[src/rtl/led_ctrl.sv]
// Front-panel LED sequencer: error blink codes over stretched activity
// over power level with optional PWM dimming; active-low registered drive.
module led_ctrl #(
   parameter int          PWM_BITS       = 4,
   parameter int          DIM_DUTY       = 4,
   parameter logic [15:0] STRETCH_CYCLES = 16'd50000,
   parameter logic [19:0] BLINK_CYCLES   = 20'd400000
) (
   input  logic       CLK,
   input  logic       RESET,
   input  logic       POWER,
   input  logic       DIM,
   input  logic       ACT,
   input  logic [3:0] ERR_CODE,
   output logic       _LED,
   output logic       BUSY
);

   typedef enum logic [1:0] {
      IDLE,
      ON,
      OFF,
      GAP
   } state_t;

   // Gap is four blink phases, so the shared counter needs two extra bits.
   localparam logic [21:0] BLINK_LD = {2'b00, BLINK_CYCLES} - 22'd1;
   localparam logic [21:0] GAP_LD   = {BLINK_CYCLES, 2'b00} - 22'd1;

   state_t              state;
   state_t              state_nxt;
   logic [PWM_BITS-1:0] pwm_cnt;
   logic [15:0]         stretch_cnt;
   logic [21:0]         blink_cnt;
   logic [21:0]         blink_nxt;
   logic [3:0]          rep;
   logic [3:0]          rep_nxt;
   logic                dim_on;
   logic                act_on;
   logic                led_on;

   assign dim_on = (int'(pwm_cnt) < DIM_DUTY);
   assign act_on = ACT | (stretch_cnt != 16'd0);

   always_comb begin
      state_nxt = state;
      blink_nxt = blink_cnt;
      rep_nxt   = rep;
      unique case (state)
         IDLE: begin
            if (ERR_CODE != 4'd0) begin
               state_nxt = ON;
               rep_nxt   = ERR_CODE;
               blink_nxt = BLINK_LD;
            end
         end
         ON: begin
            if (blink_cnt == 22'd0) begin
               state_nxt = OFF;
               blink_nxt = BLINK_LD;
            end else begin
               blink_nxt = blink_cnt - 22'd1;
            end
         end
         OFF: begin
            if (blink_cnt == 22'd0) begin
               if (rep != 4'd0) rep_nxt = rep - 4'd1;
               if (rep <= 4'd1) begin
                  state_nxt = GAP;
                  blink_nxt = GAP_LD;
               end else begin
                  state_nxt = ON;
                  blink_nxt = BLINK_LD;
               end
            end else begin
               blink_nxt = blink_cnt - 22'd1;
            end
         end
         GAP: begin
            if (blink_cnt == 22'd0) begin
               if (ERR_CODE != 4'd0) begin
                  state_nxt = ON;
                  rep_nxt   = ERR_CODE;
                  blink_nxt = BLINK_LD;
               end else begin
                  state_nxt = IDLE;
               end
            end else begin
               blink_nxt = blink_cnt - 22'd1;
            end
         end
         default: state_nxt = IDLE;
      endcase
   end

   always_comb begin
      led_on = 1'b0;
      if (state != IDLE)  led_on = (state == ON);
      else if (act_on)    led_on = 1'b1;
      else if (POWER)     led_on = ~DIM | dim_on;
   end

   always_ff @(posedge CLK) begin
      if (RESET) begin
         state       <= IDLE;
         pwm_cnt     <= '0;
         stretch_cnt <= 16'd0;
         blink_cnt   <= 22'd0;
         rep         <= 4'd0;
         _LED        <= 1'b1;
         BUSY        <= 1'b0;
      end else begin
         state     <= state_nxt;
         pwm_cnt   <= pwm_cnt + 1'b1;
         blink_cnt <= blink_nxt;
         rep       <= rep_nxt;
         _LED      <= ~led_on;
         BUSY      <= (state_nxt != IDLE);
         if (ACT)                       stretch_cnt <= STRETCH_CYCLES;
         else if (stretch_cnt != 16'd0) stretch_cnt <= stretch_cnt - 16'd1;
      end
   end

endmodule

[config.mk]
export PLATFORM = sky130hd
export DESIGN_NAME = led_ctrl
export DESIGN_NICKNAME = d
export VERILOG_FILES = /design/src/rtl/led_ctrl.sv
export SDC_FILE = /design/constraint.sdc
export NUM_CORES = 1
export LEC_CHECK = 0
export ABC_AREA = 0
export BUFFER_PORTS_ARGS = -buffer_cell sky130_fd_sc_hd__clkbuf_2
export CAP_MARGIN = 15
export CORE_MARGIN = 2
export CORE_UTILIZATION = 44
export DETAILED_ROUTE_END_ITERATION = 12
export HOLD_SLACK_MARGIN = 0.08
export SYNTH_ARGS = -nofsm -noshare
export SYNTH_HDL_FRONTEND = slang
export SYNTH_SLANG_ARGS = --single-unit
[constraint.sdc]
create_clock -name CLK -period 2.85 [get_ports CLK]
set_clock_uncertainty 0.15 [all_clocks]
set_input_delay 0.4275 -clock CLK [delete_from_list [all_inputs] [get_ports CLK]]
set_output_delay 0.4275 -clock CLK [all_outputs]
set_load 0.02 [all_outputs]
==> key figures <==
Timing
  • Setup TNS: 0 ps
  • Period utilization: 89.3%
  • Tightest Pin Transition: 998 ps
  • Hold slack final: 260 ps
  • Max-slew violations: 0
  • Final hold violations: 0
  • Worst rel slew slack: 33.5%
  • RSZ-0062 raised after global routing: no
  • Max frequency: 0.393 GHz
  • Min Tclk post-route: 2550 ps
  • Final-report setup violation count: 0

Logic synthesis
  • Distinct cell type count after synthesis: 53
  • Post-synth EDFFs: 0
  • Yosys top cell area share: 37.5%
  • Async SR Flop Fraction: 0%
  • Syn Std Cell Area: 0.00267 sq mm
  • Synth Warn #: 0
  • Syn nets: 347
  • Area contributors post-synth: dfxtp_1 37%, a21oi_1 5.1%, nor2_1 4.1%, a31oi_1 4.0%, nor3_1 3.2%
  • Post-Synthesis Cells: 332
  • Flops & latches, synth: 50
  • Ys flop type: dfxtp_1
  • Cell taking the most area after synthesis: dfxtp_1
  • Mean Syn Cell Area: 8.05 sq um
  • Register area share after synthesis: 37.5%

Cells and area
  • Fin nets: 363
  • Layout cells sized above 1: 12.3%
  • Commonest non-fill, non-tap cells in the layout: 50 x dfxtp_1, 29 x nor2_1, 27 x a21oi_1, 21 x nand2_1
  • Util after Layout: 50.4%
  • Fillers: 560
  • Antenna Cells: 0
  • Register area: 0.00100 sq mm
  • Multi-input gate area: 0.00156 sq mm
  • Area growth from synthesis to layout: 11.0%
  • Commonest non-fill, non-tap cell in the layout: dfxtp_1

Routing
  • Final WL: 6.44 mm
  • Wirelength per Cell: 15.2 microns
  • Remaining DRCs: 0
  • Drt first pass iters: 4
  • DR vias: 2,567
  • Initial DRC Count: 126
  • Vias per cell: 6.05
  • Antenna viol nets, final: 0

Place
  • Port-buffer cells: 10
  • RePlAce Congestion: 0.891
  • Dpl hpwl: 4.54 mm

Hold path
  • Worst hold start: ERR_CODE[0]
  • Hold Crit Class: primary input to flip-flop
  • Hold Path Depth: 3

CTS
  • Root Buffer: clkbuf_8
  • Post-CTS Setup Repair Bufs: 0
  • CTS tree: built
  • Cts repair resizes: 0
  • Clk_lat worst skew: 310 ps
  • H-tree levels: 2
  • Clock Tree Buf Depth: 2
  • CTS Buf Count: 5
  • Hold_buf cts: 0
  • # clock sinks: 50
  • Clock transition at path regs: 90 ps

Critical path
  • Critical Path Fanout Max: 6
  • Critical path arrival: 2630 ps
  • Number of cells on the worst reg-to-reg path: 5
  • Type of the worst setup path: flip-flop to flip-flop
  • Crit path from: blink_cnt[18]
  • WP data required: 2940 ps
  • Worst R2R Start: blink_cnt[18]
  • Startpoint types: flip-flop
  • R2R Setup Slk: 300 ps
  • Crit end category: flip-flop

Global routing
  • Antenna violations before repair: 0
  • Number of global-route vias before repair: 2,271
  • Pin count of the biggest net entering global routing: 20
  • First-pass GRT wire length: 10.6 mm
  • GRT overflow: 0
  • Total GRT Usage: 20.3%

Pwr
  • Sequential Power Share: 49.9%
  • Sw frac: 32.3%
  • Pwr per Cell Area: 560 mW/mm^2
  • Switching pwr: 537 uW
  • Clock power share: 27.3%
  • VDD IR-drop max: 302 uV
  • Leak: 1.13 nW
  • Pint: 1.12 mW
  • Comb pwr share: 22.7%

Floorplan
  • Initial Utilization: 45.4%
  • Top Ports: 11
  • Area of the die: 0.00671 sq mm
  • Die width: 81.9 microns
  • Core Rows: 28
  • Die height: 81.9 microns
  • Core area: 0.00589 sq mm

Status
  • Status: completed

Run
  • Max-cap violations: 0
## critical path, stage by stage (launching register included)
cell	delay [ps]
dfxtp_1	340
or4_4	570
or3_1	420
or4_4	560
a211o_1	280
a31oi_1	150
## power groups by stage
| stage | Clock (mW) | Sequential [mW] | Combinational, mW |
|---|---|---|---|
| final | 0.454 | 0.830 | 0.377 |
| after global routing | 0.490 | 0.842 | 0.424 |
| after global placement | 0 | 0.844 | 0.374 |
| after detailed placement | 0 | 0.844 | 0.374 |
| after CTS | 0.465 | 0.828 | 0.377 |
| after floorplan | 0 | 0.828 | 0.276 |
## layout make-up
class | count | area share (%)
multi-input combinational | 252 | 52.4
clock inverter | 2 | 0.591
timing repair buffer | 25 | 5.49
clock buffer | 6 | 2.78
tap | 75 | 3.16
inverter | 14 | 1.77
sequential | 50 | 33.8
## routing by layer
| metal | track usage [%] | routed length (microns) | up-vias |
|---|---|---|---|
| met4 | 7.17 | 61 | 0 |
| met1 | 27.3 | 3170 | 1222 |
| met5 | 0 | 0 | - |
| met2 | 33.1 | 2930 | 52 |
| li1 | - | - | 1288 |
| met3 | 2.97 | 277 | 5 |
## stage by stage
step                      instances  worst slack, ps  power, mW  instance area (sq um)
final                           424              305       1.66                   2970
after global routing            424              202       1.76                   2970
after CTS                       424              308       1.67                   2970
after detailed placement        416              329       1.22                   2870
after global placement          416              363       1.22                   2870
after floorplan                 332              389       1.10                   2670
## synth_stat cells, types with 2 or more instances
cell and number:
a2111oi_0 2, a211o_1 2, a211oi_1 4, a21oi_1 27, a22o_1 2, a22oi_1 3, a2bb2o_1 2, a311oi_1 5
a31oi_1 17, and3_1 3, and4_1 2, buf_2 2, clkbuf_1 13, dfxtp_1 50, ha_1 6, inv_1 14
nand2_1 21, nand2b_1 3, nand3_1 13, nand4_1 6, nor2_1 29, nor2b_1 2, nor3_1 17, nor4_1 13
o21a_1 6, o21ai_0 14, o21bai_1 3, o31ai_1 5, or2_2 2, or3_1 7, or4_1 6, or4_4 2
xnor2_1 5, xor2_1 5
## cells by family after synthesis
kind of cell,share of synthesized area [%]
buffers and inverters,4.31
adders and majority gates,2.81
DFF,37.5
and+or+nand+nor,26.3
xor gates and xnor gates,3.28
AOI/OAI and AO/OA,25.8
## final timing paths
kind	end
worst max register to register	rep[0]
worst max-delay path	rep[0]
worst min-delay path	rep[0]
worst min register to register	pwm_cnt[0]
## registers in the layout, summed over array words and instances, names as in the netlist
| signal | flops |
|---|---|
| pwm_cnt | 4 |
| stretch_cnt | 16 |
| state | 2 |
| rep | 4 |
| BUSY | 1 |
| blink_cnt | 22 |
| _LED | 1 |
No activity file was read; power rests on OpenSTA's default activity.
